===== config.mk =====
export PLATFORM = sky130hd
export DESIGN_NAME = nanorv32_regfile_mp_flat
export DESIGN_NICKNAME = d
export VERILOG_FILES = /design/src/rtl/nanorv32_rf_pkg.sv /design/src/rtl/nanorv32_regfile_mp_if.sv /design/src/rtl/nanorv32_rf_clear_fsm.sv /design/src/rtl/nanorv32_regfile_mp.sv /design/src/flat_wrapper.sv
export SDC_FILE = /design/constraint.sdc
export NUM_CORES = 2
export LEC_CHECK = 0
export ABC_AREA = 1
export BUFFER_PORTS_ARGS = -buffer_cell sky130_fd_sc_hd__buf_2
export CAP_MARGIN = 20
export CORE_UTILIZATION = 30
export CTS_CLUSTER_DIAMETER = 50
export DETAILED_ROUTE_END_ITERATION = 10
export GPL_ROUTABILITY_DRIVEN = 0
export HOLD_SLACK_MARGIN = 0.15
export PLACE_DENSITY = 0.42
export SYNTH_ARGS = -nofsm -noshare
export SYNTH_HDL_FRONTEND = slang
export SYNTH_SLANG_ARGS = --single-unit

===== constraint.sdc =====
create_clock -name clk -period 4.2 [get_ports clk]
set_input_delay 0.63 -clock clk [delete_from_list [all_inputs] [get_ports clk]]
set_output_delay 0.63 -clock clk [all_outputs]
set_load 0.005 [all_outputs]

===== src/rtl/nanorv32_rf_pkg.sv =====
// Shared definitions for the nanorv32 multi-port register file: size defaults,
// clear-sequencer state encoding and the flattened-bus slice helper.
package nanorv32_rf_pkg;

    localparam int unsigned RF_DATA_W_DEF   = 32;
    localparam int unsigned RF_NUM_REGS_DEF = 32;

    typedef enum logic {
        RF_ST_CLEAR = 1'b0,
        RF_ST_READY = 1'b1
    } rf_state_e;

    // Low bit of lane idx in a flattened bus of w-bit lanes.
    function automatic int slice_lo(input int idx, input int w);
        return idx * w;
    endfunction

endpackage


===== src/rtl/nanorv32_regfile_mp_if.sv =====
// Read/write port bundle of the nanorv32 register file; master is the core side,
// slave is the register file.
interface nanorv32_regfile_mp_if
    import nanorv32_rf_pkg::*;
#(
    parameter int unsigned DATA_W   = RF_DATA_W_DEF,
    parameter int unsigned NUM_REGS = RF_NUM_REGS_DEF,
    parameter int unsigned NUM_RD   = 2,
    parameter int unsigned NUM_WR   = 2,
    parameter int unsigned AW       = $clog2(NUM_REGS)
);
    logic [NUM_RD*AW-1:0]     rd_addr;
    logic [NUM_RD*DATA_W-1:0] rd_data;
    logic [NUM_WR-1:0]        wr_en;
    logic [NUM_WR*AW-1:0]     wr_addr;
    logic [NUM_WR*DATA_W-1:0] wr_data;
    logic                     wr_collision;

    modport master (
        output rd_addr, wr_en, wr_addr, wr_data,
        input  rd_data, wr_collision
    );

    modport slave (
        input  rd_addr, wr_en, wr_addr, wr_data,
        output rd_data, wr_collision
    );
endinterface


===== src/rtl/nanorv32_rf_clear_fsm.sv =====
// Clear sequencer: walks every register once after reset or on clear_req,
// then holds READY until the next clear request.
module nanorv32_rf_clear_fsm
    import nanorv32_rf_pkg::*;
#(
    parameter int unsigned NUM_REGS = RF_NUM_REGS_DEF,
    parameter int unsigned AW       = $clog2(NUM_REGS)
) (
    input  logic          clk,
    input  logic          rst,
    input  logic          clear_req,
    output logic          ready,
    output logic          clr_we_c,
    output logic [AW-1:0] clr_addr_c
);
    localparam logic [AW-1:0] LAST_IDX = AW'(NUM_REGS - 1);

    rf_state_e     state_q, state_d;
    logic [AW-1:0] ptr_q, ptr_d;
    logic          ready_d;

    always_ff @(posedge clk or posedge rst) begin
        if (rst) begin
            state_q <= RF_ST_CLEAR;
            ptr_q   <= '0;
            ready   <= 1'b0;
        end else begin
            state_q <= state_d;
            ptr_q   <= ptr_d;
            ready   <= ready_d;
        end
    end

    always_comb begin
        state_d = state_q;
        ptr_d   = ptr_q;
        ready_d = ready;
        unique case (state_q)
            RF_ST_CLEAR: begin
                if (ptr_q == LAST_IDX) begin
                    state_d = RF_ST_READY;
                    ptr_d   = '0;
                    ready_d = 1'b1;
                end else begin
                    ptr_d = ptr_q + AW'(1);
                end
            end
            RF_ST_READY: begin
                if (clear_req) begin
                    state_d = RF_ST_CLEAR;
                    ptr_d   = '0;
                    ready_d = 1'b0;
                end
            end
            default: begin
                state_d = RF_ST_CLEAR;
                ptr_d   = '0;
                ready_d = 1'b0;
            end
        endcase
    end

    assign clr_we_c   = (state_q == RF_ST_CLEAR);
    assign clr_addr_c = ptr_q;

endmodule


===== src/rtl/nanorv32_regfile_mp.sv =====
// nanorv32 multi-port register file with clear sequencer, fixed write priority
// and collision flag. Same-cycle write-to-read bypass when NANORV32_RF_BYPASS_EN is defined.
module nanorv32_regfile_mp
    import nanorv32_rf_pkg::*;
#(
    parameter int unsigned DATA_W   = RF_DATA_W_DEF,
    parameter int unsigned NUM_REGS = RF_NUM_REGS_DEF,
    parameter int unsigned NUM_RD   = 2,
    parameter int unsigned NUM_WR   = 2,
    parameter int unsigned AW       = $clog2(NUM_REGS)
) (
    input  logic                  clk,
    input  logic                  rst,
    input  logic                  clear_req,
    output logic                  ready,
    input  logic                  allow_hidden_use_of_x0,
    nanorv32_regfile_mp_if.slave  bus
);
    logic [DATA_W-1:0]        regs [NUM_REGS];
    logic [AW-1:0]            wa [NUM_WR];
    logic [DATA_W-1:0]        wd [NUM_WR];
    logic [AW-1:0]            ra [NUM_RD];
    logic [NUM_WR-1:0]        wr_ok_c;
    logic                     coll_c;
    logic                     wr_collision_q;
    logic                     clr_we_c;
    logic [AW-1:0]            clr_addr_c;
    logic [NUM_RD*DATA_W-1:0] rd_data_c;

    // x0 is only visible in micro-ROM mode; addresses past the file are dead.
    function automatic logic addr_ok(input logic [AW-1:0] a, input logic x0_en);
        return ({1'b0, a} < (AW+1)'(NUM_REGS)) && ((a != '0) || x0_en);
    endfunction

    nanorv32_rf_clear_fsm #(
        .NUM_REGS (NUM_REGS),
        .AW       (AW)
    ) u_clear_fsm (
        .clk        (clk),
        .rst        (rst),
        .clear_req  (clear_req),
        .ready      (ready),
        .clr_we_c   (clr_we_c),
        .clr_addr_c (clr_addr_c)
    );

    for (genvar g = 0; g < NUM_WR; g++) begin : g_wr_unpack
        assign wa[g] = bus.wr_addr[slice_lo(g, AW) +: AW];
        assign wd[g] = bus.wr_data[slice_lo(g, DATA_W) +: DATA_W];
    end

    for (genvar g = 0; g < NUM_RD; g++) begin : g_rd_unpack
        assign ra[g] = bus.rd_addr[slice_lo(g, AW) +: AW];
    end

    // A write lands only in READY with no clear pending and a legal address.
    always_comb begin
        wr_ok_c = '0;
        for (int p = 0; p < int'(NUM_WR); p++) begin
            wr_ok_c[p] = ready && !clear_req && bus.wr_en[p] &&
                         addr_ok(wa[p], allow_hidden_use_of_x0);
        end
    end

    always_comb begin
        coll_c = 1'b0;
        for (int p = 0; p < int'(NUM_WR); p++) begin
            for (int q = p + 1; q < int'(NUM_WR); q++) begin
                if (wr_ok_c[p] && wr_ok_c[q] && (wa[p] == wa[q])) begin
                    coll_c = 1'b1;
                end
            end
        end
    end

    // Ports applied high-to-low so the lowest index lands last and wins.
    always_ff @(posedge clk) begin
        if (clr_we_c) begin
            regs[clr_addr_c] <= '0;
        end else begin
            for (int p = int'(NUM_WR) - 1; p >= 0; p--) begin
                if (wr_ok_c[p]) begin
                    regs[wa[p]] <= wd[p];
                end
            end
        end
    end

    always_ff @(posedge clk or posedge rst) begin
        if (rst) begin
            wr_collision_q <= 1'b0;
        end else begin
            wr_collision_q <= coll_c;
        end
    end

    always_comb begin
        rd_data_c = '0;
        for (int k = 0; k < int'(NUM_RD); k++) begin
            if (ready && addr_ok(ra[k], allow_hidden_use_of_x0)) begin
                rd_data_c[slice_lo(k, DATA_W) +: DATA_W] = regs[ra[k]];
`ifdef NANORV32_RF_BYPASS_EN
                for (int p = int'(NUM_WR) - 1; p >= 0; p--) begin
                    if (wr_ok_c[p] && (wa[p] == ra[k])) begin
                        rd_data_c[slice_lo(k, DATA_W) +: DATA_W] = wd[p];
                    end
                end
`endif
            end
        end
    end

    assign bus.rd_data      = rd_data_c;
    assign bus.wr_collision = wr_collision_q;

endmodule


===== src/flat_wrapper.sv =====
// flat-port wrapper written by rule: the top's interface ports become plain ports
module nanorv32_regfile_mp_flat import nanorv32_rf_pkg::*;
#(
    parameter int unsigned DATA_W   = RF_DATA_W_DEF,
    parameter int unsigned NUM_REGS = RF_NUM_REGS_DEF,
    parameter int unsigned NUM_RD   = 2,
    parameter int unsigned NUM_WR   = 2,
    parameter int unsigned AW       = $clog2(NUM_REGS)
)
  (clk, rst, clear_req, ready, allow_hidden_use_of_x0, bus_rd_addr, bus_wr_en, bus_wr_addr, bus_wr_data, bus_rd_data, bus_wr_collision);
  nanorv32_regfile_mp_if #(.DATA_W(DATA_W), .NUM_REGS(NUM_REGS), .NUM_RD(NUM_RD), .NUM_WR(NUM_WR), .AW(AW)) bus_i ();
  input  logic clk;
  input  logic rst;
  input  logic clear_req;
  output logic ready;
  input  logic allow_hidden_use_of_x0;
  input wire logic [$bits(bus_i.rd_addr)-1:0] bus_rd_addr;
  input wire logic [$bits(bus_i.wr_en)-1:0] bus_wr_en;
  input wire logic [$bits(bus_i.wr_addr)-1:0] bus_wr_addr;
  input wire logic [$bits(bus_i.wr_data)-1:0] bus_wr_data;
  output wire logic [$bits(bus_i.rd_data)-1:0] bus_rd_data;
  output wire logic [$bits(bus_i.wr_collision)-1:0] bus_wr_collision;
  assign bus_i.rd_addr = bus_rd_addr;
  assign bus_i.wr_en = bus_wr_en;
  assign bus_i.wr_addr = bus_wr_addr;
  assign bus_i.wr_data = bus_wr_data;
  assign bus_rd_data = bus_i.rd_data;
  assign bus_wr_collision = bus_i.wr_collision;
  nanorv32_regfile_mp #(.DATA_W(DATA_W), .NUM_REGS(NUM_REGS), .NUM_RD(NUM_RD), .NUM_WR(NUM_WR), .AW(AW)) u_core (.clk(clk), .rst(rst), .clear_req(clear_req), .ready(ready), .allow_hidden_use_of_x0(allow_hidden_use_of_x0), .bus(bus_i));
endmodule

Word-level counts from Yosys, hierarchy flattened
Memory sizes are Yosys's and may differ from the RTL's.
Cells that the tools add are included.
- equality and inequality tests: 4
- reductions and logical operators: 20
- add/sub/neg operators: 1
- bitwise operators: 1
- mux-type cells: 22
- operators with widths (operator ; count):
    $mux 32 ; 3
    $reduce_or 32->1 ; 1
    $reduce_bool 5->1 ; 4
    $mux 5 ; 3
    $mux 1 ; 13
    $pmux 5 s2 ; 1
    $logic_and 1x1->1 ; 9
    $add 5x1->5 const B ; 1
    $eq 5x5->1 ; 1
    $eq 5x5->1 const B ; 1
    $logic_or 1x1->1 ; 4
    $ne 2x2->1 const B ; 2
    $pmux 1 s2 ; 2
    $reduce_and 2->1 ; 1
    $logic_not 1->1 ; 1
    $not 1->1 ; 1
- register bits after elaboration: 8
- logic and storage cells: 53
- input port bits: 90
- RAM bits: 1024
- output and inout bits: 66
- memories: 1
- memories (name ; words ; bits a word ; rd ports ; clocked after Yosys merged registers in ; wr ports ; RTL line ; source):
    u_core.regs ; 32 ; 32 ; 2 ; 0 ; 2 ; nanorv32_regfile_mp.sv:19 ; logic [DATA_W-1:0] regs [NUM_REGS];

Depth between registers and ports, before layout
- depth in word-level cells: 9
- gate-level depth with buffers: 13
- depth with buffers taken out: 10

Modules after synthesis
A second synthesis with hierarchy kept.
- cells, all modules: 8678
- area total of the unflattened synthesis: 66234.8 µm²
- modules (own cells, without submodules) (module ; times used ; cells an instance ; area an instance (µm²) ; sequential area each (µm²)):
    nanorv32_regfile_mp ; 1 ; 8639 ; 65898.2 ; 30774.5
    nanorv32_rf_clear_fsm ; 1 ; 39 ; 336.6 ; 175.2

Least setup slack after synthesis
Ideal clock, no wire load.
- kind: input port to flip-flop
- from: input clear_req
- to: memory u_core.regs[16][0] in the netlist's numbering, enable pin
- path slack: 1.347 ns
- library setup time: 0.389 ns
- stages: 10
- required time: 3.811 ns
- data arrival time: 2.463 ns
- cell sequence: inv_1 -> nand2_1 -> nor2_4 -> nand3_4 -> buf_2 -> nand2_1 -> o21ai_0 -> nor2_2 -> nand2_1 -> nand2_1
- RTL lines (what ; RTL line ; source):
    start, declared ; flat_wrapper.sv:14 ; input logic clear_req;
    end, declared ; nanorv32_regfile_mp.sv:19 ;

Worst setup path after layout
- from: input bus_rd_addr[3]
- to: output bus_rd_data[15]
- word-level cells in the longest chain between the ends: 4
- elaborated cells between the ends (all ways): 5
- those cells by class: 1 x mux; 3 x reduce/logical; 1 x memory
- ends and longest elaborated chain (what ; RTL line ; source):
    start, declared ; flat_wrapper.sv:17 ; input wire logic [$bits(bus_i.rd_addr)-1:0] bus_rd_addr;
    parallel branches: the longest is 3 deep, another holds $mem_v2 32x32 ; n/a ;
    $mux 32 * ; nanorv32_regfile_mp.sv:100 ; if (ready && addr_ok(ra[k], allow_hidden_use_of_x0)) begin
    end, declared ; flat_wrapper.sv:21 ; output wire logic [$bits(bus_i.rd_data)-1:0] bus_rd_data;
Mark *: on every way between the ends.

==> flow_summary_export.csv <==
group,metric,value,unit
synth,synthTopCellsByCount,"nand2_1, o21ai_0, edfxtp_1",
route,drt-wirelength-per-cell,27.5,microns
clock_network,cts_max_level,4,
placed_design,place_area,0.0695,sq mm
sta,rsz0062_at_grt,"no",
min_path,min_delay_worst_endpoint,"u_core.bus.wr_collision",
synth,synthDistinctLibCells,29,
sta,slew_headroom,26.7,%
sta,slew_viol_final,0,
clock_network,max-clock-path-buffers,3,
power_and_ir_drop,p_leak,29.8,nW
setup_path,r2r_end,"u_core.regs[29][0]",
synth,synth-warning-count,0,
synth,synthCells,8670,
setup_path,crit_fanout,53,
floorplanning,fp-row-count,171,
cells_and_area,area_growth,15.4,%
cells_and_area,fill_cells,22500,
setup_path,timing.rr.start,"u_core.u_clear_fsm.ready",
min_path,hold-path-cell-count,4,
clock_network,cts_hold_buf,2,
synth,synth_area,0.0655,sq mm
floorplanning,dieWidth,469,microns
clock_network,ctsResizeCount,0,
synth,async_reset_ff_share,0.775,%
setup_path,rr_worst_depth,10,
floorplanning,io_pins,156,
sta,finalSetupViolCount,0,
synth,ys_top_cells_by_area,"edfxtp_1, nand2_1, o21ai_0",
clock_network,postCtsSetupRepairBufs,0,
cells_and_area,design_area,0.0756,sq mm
route,routed_wirelength,315,mm
clock_network,clock_latency,0.83,ns
route,route.vias.total,62200,
min_path,min_path_type,"in -> reg",
clock_network,cts_buffers,173,
grt,grt_antenna_before_repair,11,
grt,grt_pass1_vias,58000,
sta,period_needed,3.78,ns
sta,hold_violations,0,
sta,max_freq,265,MHz
synth,avgSynthCellArea,7.56,sq um
synth,ys_seq_elements,1032,
synth,synthMostInstantiatedCell,"nand2_1",
floorplanning,die_y,469,microns
run_status,status,"finished, final reports clean",
route,first_pass_iters,8,
synth,synth_top_cell_area_share,46.9,%
run,maxCapViolCount,0,
synth,synth_edf_count,1024,
cells_and_area,regArea,0.0309,sq mm
setup_path,critPathArrivalTime,3.15,ns
sta,skew,0.0410,ns
clock_network,clkTransAtPathRegs,0.05,ns
sta,finalCritPeriodShare,90.0,%
sta,setup_tns,0,ns
route,route.antenna.remaining_nets,0,
grt,grt_max_degree,106,
placed_design,dpl.hpwl,185,mm
placed_design,port_buffers,155,
sta,worstMarginPinSlew,1.10,ns
synth,synth_largest_area_cell,"edfxtp_1",
clock_network,cts.sinks,1032,
clock_network,cts_tree,"yes",
power_and_ir_drop,power_density,451,mW/mm^2
setup_path,worstSetupPathType,"in -> out",
clock_network,clockRootBuffer,"clkbuf_16",
grt,grt_usage,27.9,%
sta,worst_slack,0.421,ns
route,drc,0,
synth,syn_nets,8762,
grt,grt_pass1_wl,441,mm
floorplanning,dieArea,0.220,sq mm
power_and_ir_drop,power,34.1,mW
synth,synth_ff_type,"edfxtp_1",
grt,grt_overflow,0,
cells_and_area,drive_gt1_share,10.1,%
floorplanning,core,0.217,sq mm
setup_path,crit_path_start_kind,"primary input",
setup_path,worstSetupEndpointType,"output pin",
placed_design,place_ws,0.464,ns
route,drt-initial-drc-count,7243,
floorplanning,start_util,30.2,%
cells_and_area,finalCoreUtilization,34.8,%
cells_and_area,nets,8551,
cells_and_area,multi_input_area,0.0280,sq mm
setup_path,critPathRequiredTime,3.57,ns
synth,ys_seq_area_share,47.2,%
setup_path,r2r_slack,0.96,ns
route,viasPerCell,5.42,
power_and_ir_drop,irDropWorstVdd,0.347,mV
min_path,hold_start,"bus_wr_addr[9]",
sequential cells by signal (all words and copies together) (netlist names):
register	count
u_core.u_clear_fsm.clr_addr_c	5
u_core.regs	1024
u_core.u_clear_fsm.state_q	1
u_core.u_clear_fsm.ready	1
u_core.bus.wr_collision	1
worst max-delay path by stage:
stage	from	to	cells past startpoint
finish	bus_rd_addr[3]	bus_rd_data[15]	11
global route	bus_rd_addr[3]	bus_rd_data[15]	11
CTS	bus_rd_addr[1]	bus_rd_data[0]	10
detailed placement	bus_rd_addr[1]	bus_rd_data[0]	10
global placement	bus_rd_addr[3]	bus_rd_data[15]	11
floorplan	clear_req	u_core.regs[16][0]	10
through the flow:
stage / instances / hold WS (ns)
after floorplan: 8670 / 0.446
after global placement: 11100 / 0.578
after detailed placement: 11100 / 0.589
after CTS: 11500 / 0.174
after global routing: 11500 / 0.227
final: 11500 / 0.213
layout by cell type, fill, tap and decap left out, types with 19 or more instances in the layout:
master and instances:
buf_12 84, edfxtp_1 1024, o21ai_1 280, clkinv_2 28
nand2_4 41, nor2_1 524, bufinv_16 19, nor2_2 37
inv_1 704, clkbuf_16 176, o21ai_0 1070, buf_4 204
nand2_2 19, nand2_1 2717, buf_2 147, clkinv_1 31
o211ai_1 451, nand3_1 572, a21oi_1 319
kinds of logic (layout without fill, tap and decap cells):
family / after synthesis / in the layout / share of synthesized area (%)
simple gates: 3942 / 3942 / 24.0
fa+ha+maj: 2 / 2 / 0.0382
other cells: 0 / 4 / 0
buf+inv: 1566 / 1502 / 10.7
xor+xnor: 6 / 6 / 0.0802
flops: 1032 / 1032 / 47.2
compound gates: 2122 / 2122 / 17.9
worst max-delay path, stage by stage:
cell and delay, ns:
buf_4 0.26, nor2_4 0.18, buf_12 0.49, inv_1 0.12, buf_4 0.24, a21oi_1 0.14
nor2_1 0.07, nand2_1 0.07, nand2_1 0.06, nor2_1 0.60, buf_2 0.24
power breakdown:
group          total (mW)  internal [mW]  leakage [nW]  switching [mW]
clock                14.6           8.91          2.83            5.74
sequential           12.9           12.5          9.67           0.364
combinational        6.57           1.67          17.3            4.91
area by class of cell:
cell class,count,area share (%)
Timing Repair Buffer,460,5.98
Multi-Input combinational cell,6072,37.0
Tap cell,2854,4.72
Sequential cell,1032,40.9
Antenna cell,4,0.0132
Clock buffer,188,5.90
Clock inverter,134,1.84
Inverter,720,3.60
metal layers:
metal  GRT usage [%]  share of wire [%]  up-vias
li1                -                  -    28600
met1            38.1                 43    29900
met2            44.3                 45     3047
met3            4.44                8.3      580
met4            10.6                4.0        0
met5               0                  0        -
Note: power is estimated with default switching activity, not from simulation.
